## src/rtl/csr_regfile_if.sv

```systemverilog
// CSR read/write bus between decode/writeback and the machine-mode CSR file.
// Read data is combinational; a write is a single-cycle strobe with no backpressure.
interface csr_regfile_if;
  logic [11:0] csr_raddr;
  logic [63:0] csr_rdata;
  logic        csr_we;
  logic [11:0] csr_waddr;
  logic [63:0] csr_wdata;

  modport master (
    output csr_raddr,
    output csr_we,
    output csr_waddr,
    output csr_wdata,
    input  csr_rdata
  );

  modport slave (
    input  csr_raddr,
    input  csr_we,
    input  csr_waddr,
    input  csr_wdata,
    output csr_rdata
  );
endinterface

```

## src/rtl/csr_regfile.sv

```systemverilog
// Machine-mode CSR file with ecall/mret handling and a registered 1-cycle redirect pulse (no backpressure).
// Reads are combinational; CSR_COUNTER_EN builds mcycle/minstret, otherwise they read 0.
module csr_regfile #(
  parameter logic [63:0] MTVEC_RESET = 64'h0,
  parameter logic [63:0] HART_ID     = 64'h0
) (
  input  logic              clk,
  input  logic              rst,
  csr_regfile_if.slave      csr_bus,
  input  logic              ecall_i,
  input  logic              mret_i,
  input  logic [63:0]       trap_pc_i,
  input  logic              inst_retire_i,
  output logic              redirect_valid_o,
  output logic [63:0]       redirect_pc_o
);

  localparam logic [11:0] ADDR_MSTATUS  = 12'h300;
  localparam logic [11:0] ADDR_MTVEC    = 12'h305;
  localparam logic [11:0] ADDR_MSCRATCH = 12'h340;
  localparam logic [11:0] ADDR_MEPC     = 12'h341;
  localparam logic [11:0] ADDR_MCAUSE   = 12'h342;
  localparam logic [11:0] ADDR_MCYCLE   = 12'hB00;
  localparam logic [11:0] ADDR_MINSTRET = 12'hB02;
  localparam logic [11:0] ADDR_MHARTID  = 12'hF14;

  typedef enum logic {
    IDLE     = 1'b0,
    REDIRECT = 1'b1
  } state_e;

  state_e      state_q, state_d;
  logic        mie_q, mie_d;
  logic        mpie_q, mpie_d;
  logic [63:0] mtvec_q, mtvec_d;
  logic [63:0] mepc_q, mepc_d;
  logic [63:0] mcause_q, mcause_d;
  logic [63:0] mscratch_q, mscratch_d;
  logic        redirect_valid_q, redirect_valid_d;
  logic [63:0] redirect_pc_q, redirect_pc_d;
  logic        trap_take;
  logic        csr_wr_ok;
  logic [63:0] mcycle_rd;
  logic [63:0] minstret_rd;

  // Traps are only accepted in IDLE; during REDIRECT the pipeline is flushing.
  assign trap_take = (state_q == IDLE) && (ecall_i || mret_i);
  assign csr_wr_ok = csr_bus.csr_we && !trap_take;

  always_comb begin
    state_d          = state_q;
    mie_d            = mie_q;
    mpie_d           = mpie_q;
    mtvec_d          = mtvec_q;
    mepc_d           = mepc_q;
    mcause_d         = mcause_q;
    mscratch_d       = mscratch_q;
    redirect_valid_d = 1'b0;
    redirect_pc_d    = redirect_pc_q;
    if (trap_take) begin
      state_d          = REDIRECT;
      redirect_valid_d = 1'b1;
      if (ecall_i) begin
        mepc_d        = {trap_pc_i[63:2], 2'b00};
        mcause_d      = 64'd11;
        mpie_d        = mie_q;
        mie_d         = 1'b0;
        redirect_pc_d = mtvec_q;
      end else begin
        mie_d         = mpie_q;
        mpie_d        = 1'b1;
        redirect_pc_d = mepc_q;
      end
    end else begin
      state_d = IDLE;
      if (csr_wr_ok) begin
        case (csr_bus.csr_waddr)
          ADDR_MSTATUS: begin
            mie_d  = csr_bus.csr_wdata[3];
            mpie_d = csr_bus.csr_wdata[7];
          end
          ADDR_MTVEC:    mtvec_d    = {csr_bus.csr_wdata[63:2], 2'b00};
          ADDR_MSCRATCH: mscratch_d = csr_bus.csr_wdata;
          ADDR_MEPC:     mepc_d     = {csr_bus.csr_wdata[63:2], 2'b00};
          ADDR_MCAUSE:   mcause_d   = csr_bus.csr_wdata;
          default: ;
        endcase
      end
    end
  end

  always_ff @(posedge clk) begin
    if (rst) begin
      state_q          <= IDLE;
      mie_q            <= 1'b0;
      mpie_q           <= 1'b0;
      mtvec_q          <= MTVEC_RESET & ~64'h3;
      mepc_q           <= '0;
      mcause_q         <= '0;
      mscratch_q       <= '0;
      redirect_valid_q <= 1'b0;
      redirect_pc_q    <= '0;
    end else begin
      state_q          <= state_d;
      mie_q            <= mie_d;
      mpie_q           <= mpie_d;
      mtvec_q          <= mtvec_d;
      mepc_q           <= mepc_d;
      mcause_q         <= mcause_d;
      mscratch_q       <= mscratch_d;
      redirect_valid_q <= redirect_valid_d;
      redirect_pc_q    <= redirect_pc_d;
    end
  end

`ifdef CSR_COUNTER_EN
  logic [63:0] mcycle_q, mcycle_d;
  logic [63:0] minstret_q, minstret_d;

  // A software write wins over the increment in the same cycle.
  always_comb begin
    mcycle_d   = mcycle_q + 64'd1;
    minstret_d = minstret_q + {63'd0, inst_retire_i};
    if (csr_wr_ok && (csr_bus.csr_waddr == ADDR_MCYCLE)) begin
      mcycle_d = csr_bus.csr_wdata;
    end
    if (csr_wr_ok && (csr_bus.csr_waddr == ADDR_MINSTRET)) begin
      minstret_d = csr_bus.csr_wdata;
    end
  end

  always_ff @(posedge clk) begin
    if (rst) begin
      mcycle_q   <= '0;
      minstret_q <= '0;
    end else begin
      mcycle_q   <= mcycle_d;
      minstret_q <= minstret_d;
    end
  end

  assign mcycle_rd   = mcycle_q;
  assign minstret_rd = minstret_q;
`else
  logic unused_inst_retire;
  assign unused_inst_retire = inst_retire_i;
  assign mcycle_rd          = '0;
  assign minstret_rd        = '0;
`endif

  always_comb begin
    csr_bus.csr_rdata = '0;
    case (csr_bus.csr_raddr)
      ADDR_MSTATUS:  csr_bus.csr_rdata = 64'h1800 | {56'd0, mpie_q, 3'b000, mie_q, 3'b000};
      ADDR_MTVEC:    csr_bus.csr_rdata = mtvec_q;
      ADDR_MSCRATCH: csr_bus.csr_rdata = mscratch_q;
      ADDR_MEPC:     csr_bus.csr_rdata = mepc_q;
      ADDR_MCAUSE:   csr_bus.csr_rdata = mcause_q;
      ADDR_MCYCLE:   csr_bus.csr_rdata = mcycle_rd;
      ADDR_MINSTRET: csr_bus.csr_rdata = minstret_rd;
      ADDR_MHARTID:  csr_bus.csr_rdata = HART_ID;
      default:       csr_bus.csr_rdata = '0;
    endcase
  end

  assign redirect_valid_o = redirect_valid_q;
  assign redirect_pc_o    = redirect_pc_q;

endmodule

```

## src/flat_wrapper.sv

```systemverilog
// flat-port wrapper written by rule: the top's interface ports become plain ports
module csr_regfile_flat 
#(
  parameter logic [63:0] MTVEC_RESET = 64'h0,
  parameter logic [63:0] HART_ID     = 64'h0
)
  (clk, rst, ecall_i, mret_i, trap_pc_i, inst_retire_i, redirect_valid_o, redirect_pc_o, csr_bus_csr_raddr, csr_bus_csr_we, csr_bus_csr_waddr, csr_bus_csr_wdata, csr_bus_csr_rdata);
  csr_regfile_if csr_bus_i ();
  input  logic clk;
  input  logic rst;
  input  logic ecall_i;
  input  logic mret_i;
  input  logic [63:0] trap_pc_i;
  input  logic inst_retire_i;
  output logic redirect_valid_o;
  output logic [63:0] redirect_pc_o;
  input wire logic [$bits(csr_bus_i.csr_raddr)-1:0] csr_bus_csr_raddr;
  input wire logic [$bits(csr_bus_i.csr_we)-1:0] csr_bus_csr_we;
  input wire logic [$bits(csr_bus_i.csr_waddr)-1:0] csr_bus_csr_waddr;
  input wire logic [$bits(csr_bus_i.csr_wdata)-1:0] csr_bus_csr_wdata;
  output wire logic [$bits(csr_bus_i.csr_rdata)-1:0] csr_bus_csr_rdata;
  assign csr_bus_i.csr_raddr = csr_bus_csr_raddr;
  assign csr_bus_i.csr_we = csr_bus_csr_we;
  assign csr_bus_i.csr_waddr = csr_bus_csr_waddr;
  assign csr_bus_i.csr_wdata = csr_bus_csr_wdata;
  assign csr_bus_csr_rdata = csr_bus_i.csr_rdata;
  csr_regfile #(.MTVEC_RESET(MTVEC_RESET), .HART_ID(HART_ID)) u_core (.clk(clk), .rst(rst), .csr_bus(csr_bus_i), .ecall_i(ecall_i), .mret_i(mret_i), .trap_pc_i(trap_pc_i), .inst_retire_i(inst_retire_i), .redirect_valid_o(redirect_valid_o), .redirect_pc_o(redirect_pc_o));
endmodule
```

## config.mk

```make
export PLATFORM = sky130hd
export DESIGN_NAME = csr_regfile_flat
export DESIGN_NICKNAME = d
export VERILOG_FILES = /design/src/rtl/csr_regfile_if.sv /design/src/rtl/csr_regfile.sv /design/src/flat_wrapper.sv
export SDC_FILE = /design/constraint.sdc
export NUM_CORES = 1
export LEC_CHECK = 0
export CORE_ASPECT_RATIO = 1.4
export CORE_MARGIN = 2
export CORE_UTILIZATION = 38
export CTS_BUF_LIST = sky130_fd_sc_hd__clkbuf_8
export CTS_CLUSTER_SIZE = 24
export DETAILED_ROUTE_END_ITERATION = 7
export GPL_ROUTABILITY_DRIVEN = 0
export HOLD_SLACK_MARGIN = 0.05
export SETUP_SLACK_MARGIN = 0.1
export SLEW_MARGIN = 30
export SYNTH_ARGS = -nofsm -noshare
export SYNTH_HDL_FRONTEND = slang
export SYNTH_SLANG_ARGS = --single-unit
```

## constraint.sdc

```tcl
create_clock -name clk -period 2.4 [get_ports clk]
set_input_delay 0.48 -clock clk [delete_from_list [all_inputs] [get_ports clk]]
set_output_delay 0.48 -clock clk [all_outputs]
set_load 0.005 [all_outputs]
```

[Word-level counts from Yosys, hierarchy flattened]
Index checks and enable logic that the tools add are counted.
Cells by class
  add/sub/neg operators: 0
  multipliers: 0
  divide/modulo/power cells: 0
  $lt $le $gt $ge: 0
  eq/ne operators: 11
  shift-type cells: 0
  muxes and demuxes: 19
  bitwise gates (word level): 2
  reduce and logical (&&, ||, !) cells: 13
Operators by type and width (number)
  $mux 64: 9
  $pmux 64 s5: 1
  $eq 12x10->1 const B: 10
  $reduce_and 3->1: 4
  $mux 1: 9
  $reduce_bool 2->1: 4
  $logic_and 1x1->1: 2
  $ne 2x2->1 const B: 1
  $not 1->1: 2
  $reduce_and 2->1: 1
  $logic_not 1->1: 1
  $logic_or 1x1->1: 1
Word-level totals
  flip-flop bits (word level): 321
  bits in latches: 0
  bits in writable memories: 0
  memory bits (read-only): 0
  output and inout port bits: 129
  logic and storage cells: 53
  memories: 0

[Depth between registers and ports, before layout]
  depth after elaboration: 6
  gate-level depth with buffers: 7
  depth with buffers taken out: 4

[Least setup slack after synthesis]
Ideal clock, no wire load.
  path kind: input-to-output
  from: input port csr_bus_csr_raddr[5]
  to: output port csr_bus_csr_rdata[0]
  arrival: 1.720 ns
  data required time: 1.920 ns
  slack: 0.200 ns
  stages on the path: 5
  path buffers: 1
  path through: nor3_1 > nand4_1 > nor2_1 > clkbuf_1 > a22o_1
Between the ends
  word-level cells in the longest chain between the ends: 2
RTL lines
  start: declaration: line flat_wrapper.sv:17  | input wire logic [$bits(csr_bus_i.csr_raddr)-1:0] csr_bus_csr_raddr;
  $eq 12x10->1: line csr_regfile.sv:153  | case (csr_bus.csr_raddr)
  $pmux 64 s5 *: line csr_regfile.sv:153
  end: declaration: line flat_wrapper.sv:21  | output wire logic [$bits(csr_bus_i.csr_rdata)-1:0] csr_bus_csr_rdata;
Mark *: on every way between the ends. The rest lies on a longest branch, timed or not.

[Worst setup path in the final report]
  from: input port csr_bus_csr_raddr[2]
  to: output port csr_bus_csr_rdata[41]
The elaborated chain is that of the path after synthesis.

==> impl_metrics.prom <==
# TYPE chip_impl_metric gauge
chip_impl_info{name="run_status",value="complete, but fails checks"} 1
chip_impl_info{name="violations",value="negative setup slack"} 1
chip_impl_metric{name="timing.clock.skew",unit="ns"} 0.02391
chip_impl_metric{name="crit_path_max_fanout",unit=""} 6
chip_impl_metric{name="row_count",unit=""} 86
chip_impl_metric{name="core-area",unit="um2"} 39170
chip_impl_metric{name="sequential_cell_area",unit="um2"} 6349
chip_impl_info{name="synth_top_cells_by_area",value="dfxtp_1 (42%), a211oi_1 (9.5%), mux2i_1 (8.4%), a21oi_1 (6.3%), nand3_1 (6.2%)"} 1
chip_impl_metric{name="clkTransAtPathRegs",unit="ns"} 0.07
chip_impl_metric{name="netlist-cell-type-count",unit=""} 41
chip_impl_metric{name="dieArea",unit="um2"} 41230
chip_impl_metric{name="buffer_ports.inserted",unit=""} 281
chip_impl_metric{name="post-route-drc-count",unit=""} 0
chip_impl_metric{name="netlist_area",unit="um2"} 15050
chip_impl_metric{name="r2r_slack",unit="ns"} 0.73
chip_impl_metric{name="post_route_cells_drive_above_1_share",unit="%"} 23.15
chip_impl_metric{name="insertion_delay",unit="ns"} 0.61
chip_impl_metric{name="detailroute.via_count",unit=""} 16330
chip_impl_info{name="worst_r2r_startpoint",value="u_core.state_q$_SDFF_PP0_"} 1
chip_impl_metric{name="fin_tns_setup",unit="ns"} -0.3710
chip_impl_metric{name="leakage",unit="uW"} 0.007978
chip_impl_metric{name="cell_area_power_density",unit="nW/um2"} 547.4
chip_impl_metric{name="ctsHoldBuffers",unit=""} 0
chip_impl_metric{name="detail_route.first_pass.iterations",unit=""} 8
chip_impl_info{name="synthDominantAreaCellType",value="dfxtp_1"} 1
chip_impl_metric{name="grt_antenna_before_repair",unit=""} 3
chip_impl_metric{name="relSlewSlack",unit="%"} 62.40
chip_impl_metric{name="irDropWorstVdd",unit="V"} 0.0002944
chip_impl_metric{name="r2r.worst_path.cells",unit=""} 5
chip_impl_metric{name="postLayoutSetupSlackWorst",unit="ns"} -0.07416
chip_impl_info{name="yosysMostFrequentCell",value="dfxtp_1"} 1
chip_impl_metric{name="drt_iter0_drc",unit=""} 1609
chip_impl_metric{name="grt_first_pass_wirelength",unit="mm"} 95.09
chip_impl_metric{name="gr-total-overflow",unit=""} 0
chip_impl_info{name="hold_path_end",value="u_core.state_q$_SDFF_PP0_"} 1
chip_impl_metric{name="maxSlewViolCount",unit=""} 0
chip_impl_metric{name="routed_wire_length_per_instance",unit="um"} 24.21
chip_impl_info{name="setup.worst_path.start_class",value="primary input"} 1
chip_impl_metric{name="route.detailed.vias_per_inst",unit=""} 6.177
chip_impl_metric{name="tightestPinTransition",unit="ns"} 0.5564
chip_impl_metric{name="fmax",unit="GHz"} 0.4042
chip_impl_metric{name="cts_inserted_buffers",unit=""} 51
chip_impl_metric{name="flow.area_growth_from_synthesis",unit="%"} 47.53
chip_impl_info{name="root_buffer",value="clkbuf_8"} 1
chip_impl_metric{name="number_of_enable_type_register_cells_in_the_synthesized_netlist",unit=""} 0
chip_impl_info{name="synth_ff_type",value="dfxtp_1"} 1
chip_impl_metric{name="finish.utilization",unit="%"} 56.68
chip_impl_metric{name="die-height",unit="um"} 239.5
chip_impl_info{name="critical_path.endpoint_type",value="output port"} 1
chip_impl_info{name="timing.setup.critical_path_class",value="in -> out"} 1
chip_impl_metric{name="hold_ws",unit="ns"} 0.3161
chip_impl_metric{name="routed_wl",unit="mm"} 63.98
chip_impl_metric{name="critical_path_arrival",unit="ns"} 1.99
chip_impl_metric{name="cts.sinks",unit=""} 317
chip_impl_info{name="setup_repair_after_global_routing_missed_its_margin",value="true"} 1
chip_impl_metric{name="die_width",unit="um"} 172.2
chip_impl_info{name="worstReg2RegEnd",value="u_core.mtvec_q[4]$_SDFFE_PP0P_"} 1
chip_impl_metric{name="dp_hpwl",unit="mm"} 39.11
chip_impl_metric{name="finalCritPeriodShare",unit="%"} 103.1
chip_impl_metric{name="grt_pass1_vias",unit=""} 16140
chip_impl_metric{name="setup_viol_count_final",unit=""} 9
chip_impl_metric{name="pin_count",unit=""} 287
chip_impl_metric{name="hold_viol",unit=""} 0
chip_impl_metric{name="hold-path-cell-count",unit=""} 2
chip_impl_metric{name="area_share_of_the_largest_cell_type_after_synthesis",unit="%"} 42.17
chip_impl_metric{name="post-route-min-period",unit="ns"} 2.474
chip_impl_metric{name="grt_start_max_net_pins",unit=""} 74
chip_impl_metric{name="multiInputGateArea",unit="um2"} 8668
chip_impl_metric{name="syn_avg_cell_area",unit="um2"} 8.739
chip_impl_info{name="cts_tree",value="done"} 1
chip_impl_metric{name="postSynthRegisterBits",unit=""} 317
chip_impl_metric{name="drv.max_cap_violation_count",unit=""} 0
chip_impl_info{name="worst_hold_startpoint",value="rst"} 1
chip_impl_metric{name="maximum_buffer_depth_of_the_clock_tree",unit=""} 3
chip_impl_metric{name="n_fill_cell",unit=""} 3527
chip_impl_metric{name="antenna_violation_net_count_after_detailed_routing",unit=""} 0
chip_impl_metric{name="synth-seq-area-share",unit="%"} 42.17
chip_impl_metric{name="netlist_instances",unit=""} 1722
chip_impl_info{name="synth.top_cells.by_count",value="dfxtp_1 (317), a211oi_1 (191), a21oi_1 (189)"} 1
chip_impl_metric{name="layout.nets",unit=""} 2228
chip_impl_metric{name="yosysWarnings",unit=""} 0
chip_impl_metric{name="worstPathRequired",unit="ns"} 1.92
chip_impl_metric{name="gr-usage-all-layers",unit="%"} 29.83
chip_impl_metric{name="initial_util",unit="%"} 38.42
chip_impl_metric{name="ctsHtreeMaxLevel",unit=""} 2
chip_impl_metric{name="preCtsSetupSlack",unit="ns"} -0.8264
chip_impl_metric{name="asyncSetResetFlopFracSynth",unit="%"} 0
chip_impl_info{name="hold_path.class",value="in -> reg"} 1
area by class of cell:
cell class | instances | area share [%]
Timing Repair Buffer | 511 | 24.75
Clock inverter | 31 | 0.5861
Multi-Input combinational cell | 1186 | 39.04
Antenna cell | 3 | 0.03381
Sequential cell | 317 | 28.60
Clock buffer | 64 | 3.968
Inverter | 3 | 0.05072
Tap cell | 528 | 2.976
cells in the final DEF (no fill, tap or decap), drive strengths merged, types with 5 or more instances in the layout:
master and count:
nand3 187, nor3 7, a22o 62, o211ai 61, clkdlybuf4s50 203, nand4 5, o21ai 128, a21oi 189
mux2i 126, nand2 5, buf 299, clkbuf 70, o2bb2ai 60, nor2 74, inv 29, a211oi 191
a22oi 60, dfxtp 317
registers in the layout, summed over array words and instances (netlist names):
signal                flops
u_core.mcause_q          64
u_core.mepc_q            62
u_core.mie_q              1
u_core.mpie_q             1
u_core.mscratch_q        64
u_core.mtvec_q           62
u_core.redirect_pc_o     62
u_core.state_q            1
through the flow:
stage               instances  instance area (um2)  power (uW)
global placement         2463                19560        7432
CTS                      2619                21720       12160
detailed placement       2463                19560        7445
finish                   2643                22200       12150
floorplan                1723                15050        6448
global route             2643                22200       12550
worst max-delay path, stage by stage:
cell and delay [ns]:
buf_8 0.10, nor4_4 0.31, nand2_1 0.13, nor2_4 0.11
buf_6 0.13, buf_6 0.10, buf_6 0.11, buf_16 0.14
buf_8 0.12, o2bb2ai_2 0.09, buf_2 0.16
layer usage:
metal / track usage, % / vias to the layer above / part of all wire [%]
met5: 0 / - / 0
met4: 14.36 / 0 / 4.7
met3: 4.627 / 192 / 7.5
met2: 50.74 / 871 / 49
met1: 36.58 / 7931 / 39
li1: - / 7333 / -
cell families (layout without fill, tap and decap cells):
kind of cell	Yosys count	after routing	share of synthesized area, %
buffers and inverters	220	609	5.870
DFF	317	317	42.17
other	1	5	0.02492
and+or+nand+nor	298	298	9.820
AOI/OAI and AO/OA	760	760	33.73
muxes	126	126	8.381
worst max path at each step:
stage	from	endpoint	slack, ns
after global routing	csr_bus_csr_raddr[2]	csr_bus_csr_rdata[41]	-0.11
after floorplan	csr_bus_csr_raddr[5]	csr_bus_csr_rdata[0]	0.20
after detailed placement	csr_bus_csr_raddr[1]	csr_bus_csr_rdata[30]	-0.83
final	csr_bus_csr_raddr[2]	csr_bus_csr_rdata[41]	-0.07
after global placement	csr_bus_csr_raddr[1]	csr_bus_csr_rdata[30]	-0.85
after CTS	csr_bus_csr_raddr[1]	csr_bus_csr_rdata[41]	-0.08
report_power, final:
part           switching, uW  internal [uW]  leakage, uW
registers                140           5450      0.00258
logic                    962            905      0.00478
clock network           2300           2400     0.000614
what timing repair did:
item,CTS,global route
endpoints found under the setup margin,64,61
pin swaps,52,36
resized for setup,439,58
gates cloned,11,4
setup buffers,53,20
Note: power is estimated with default switching activity, not from simulation.
==> RTL change (same settings) <==
Build with the macro `CSR_COUNTER_EN` defined.
--- a/src/rtl/csr_regfile.sv
+++ b/src/rtl/csr_regfile.sv
@@ -1,5 +1,7 @@
 // Machine-mode CSR file with ecall/mret handling and a registered 1-cycle redirect pulse (no backpressure).
 // Reads are combinational; CSR_COUNTER_EN builds mcycle/minstret, otherwise they read 0.
+`define CSR_COUNTER_EN
+
 module csr_regfile #(
   parameter logic [63:0] MTVEC_RESET = 64'h0,
   parameter logic [63:0] HART_ID     = 64'h0
Function: changed (Yosys sat finds a counterexample within 4 cycles, from zero or initial values and one cycle with rst high).
==> RTL change against the unedited design <==
The flow still finishes with violations (setup timing). Sequential cell count is 128 higher. Combinational power is 16% lower. Worst setup slack worse by 510 ps. Cell area is 33% higher. Routed wire length is 36% higher. Register-to-register slack worse by 690 ps. Total power is 30% higher. Sequential share of layout area is 1.6 points higher. Area after synthesis is 43% higher.
==> RTL change: results (changes against the unedited design) <==
| Metric | Value |
|---|---|
| Largest cells by area after synthesis | `dfxtp_1 41%, nand2_1 9.6%, mux2i_1 5.9%, nor2_1 5.7%, a21oi_1 5.3%` |
| Failing checks | `setup timing` |
| Final Setup Violations | `64 (+55)` |
| Sequential cell area fraction in the yosys report | `0.413 (-0.00860)` |
| Worst slew pin tran | `690 ps (+133 ps)` |
| DR iter-0 viols | `1,991 (+24%)` |
| Pleak | `10.8 nW (+35%)` |
| Total GRT Usage | `0.289 (-0.00893)` |
| Initial antenna violation count | `1 (-2)` |
| Layout net count | `3,313 (+49%)` |
| CTS buffer count | `73 (+43%)` |
| Setup ws final | `-589 ps (-515 ps)` |
| Post-synthesis mux area share | `0.0594 (-0.0244)` |
| IO Port Bufs | `282 (+0.36%)` |
| Place WS | `-1100 ps (-274 ps)` |
| Max incr delay on CP | `510 ps (+200 ps)` |
| Worst Skew | `29.7 ps (+5.79 ps)` |
| Worst skew pair latency | `670 ps (+60 ps)` |
| Complex-gate fraction of the synthesized area | `0.202 (-0.136)` |
| Wire per inst | `22.2 um (-8.4%)` |
| DP HPWL | `54,800 um (+40%)` |
| Adder-cell area share of the yosys netlist | `0.00174 (+0.00174)` |
| Synth cell count leaders | `551 x nand2_1, 445 x dfxtp_1, 329 x nor2_1, 229 x a21oi_1, 194 x clkbuf_1` |
| Netlist cell types | `61 (+49%)` |
| Status | `finished, violations left` |
| Net Switching | `4.20 mW (+24%)` |
| First-pass GRT wire length | `132,000 um (+39%)` |
| Layout cells sized above 1 | `0.196 (-0.0357)` |
| Worst vdd ir | `0.288 mV (-2.0%)` |
| Crit-path slowest cell | `or4b_4` |
| XOR/XNOR share of the synthesized area | `0.0301 (+0.0301)` |
| Worst Path Arrival | `2510 ps (+520 ps)` |
| H-tree Lvls | `3 (+1)` |
| Routed vias/inst | `5.83 (-5.6%)` |
| Fill cells | `5,331 (+51%)` |
| Vias in the first global route | `22,600 (+40%)` |
| Largest net degree at the start of global routing | `113 (+53%)` |
| Clock-pin slew on the worst setup and hold paths | `60 ps` |
RTL change: path summary, 6_finish.rpt:
kind                        startpoint                     to  slack [ps]  depth (start not counted)
setup / recovery  csr_bus_csr_raddr[6]  csr_bus_csr_rdata[31]        -590                         11
hold / removal                     rst    u_core.mcycle_q[52]         240                          2
setup reg to reg  u_core.minstret_q[0]  u_core.minstret_q[52]          40                          7
hold reg to reg   u_core.mscratch_q[1]   u_core.mscratch_q[1]         450                          2
RTL change: metrics by stage:
| stage | cell area (sq um) | cells | TNS, ps | hold WS [ps] |
|---|---|---|---|---|
| final | 29600 | 3938 | -28610 | 241 |
| after detailed placement | 26500 | 3713 | -164390 | 444 |
| after floorplan | 21800 | 2729 | -76.7 | 431 |
| after global routing | 29600 | 3938 | -30660 | 215 |
| after global placement | 26500 | 3713 | -150530 | 439 |
| after CTS | 29100 | 3920 | -28140 | 171 |
RTL change: power groups by stage:
stage	sequential [mW]	combinational, mW	clock, mW
5_1_grt	7.75	1.70	7.01
3_3_place_gp	7.88	1.52	0
2_1_floorplan	7.86	0.699	0
3_5_place_dp	7.88	1.54	0
6_report	7.73	1.57	6.55
4_1_cts	7.72	1.56	6.68
RTL change: repair_timing:
| action | CTS | global route |
|---|---|---|
| cloned | 17 | 0 |
| endpoints found under the hold margin | 0 | 0 |
| endpoints found under the setup margin | 97 | 119 |
| pin swaps | 77 | 63 |
| setup buffers | 65 | 25 |
| resized for setup | 433 | 119 |
RTL change: cell type report:
class,count,area share
multi-input combinational,2040,0.420
sequential,445,0.302
timing repair buffer,576,0.199
clock buffer,85,0.0395
tap,735,0.0311
clock inverter,40,0.00722
inverter,16,0.00203
antenna,1,0.0000845
RTL change: critical path: cells and delay by family:
kind / cells / cell delay [ps]
AO/OA/AOI/OAI: 1 / 50
buffers and inverters: 6 / 800
AND/OR/NAND/NOR: 4 / 1150
RTL change: logic make-up after synthesis:
family,after synthesis
AOI/OAI and AO/OA,622
buffers and inverters,244
DFF,445
adders and majority gates,3
and+or+nand+nor,1211
xor gates and xnor gates,74
muxes,128
other,1
RTL change: per-layer routing:
layer,vias up,part of all wire,GRT usage
met1,11100,0.38,0.334
met2,919,0.50,0.510
met3,216,0.062,0.0466
li1,10800,-,-
met4,0,0.052,0.153
met5,-,0,0
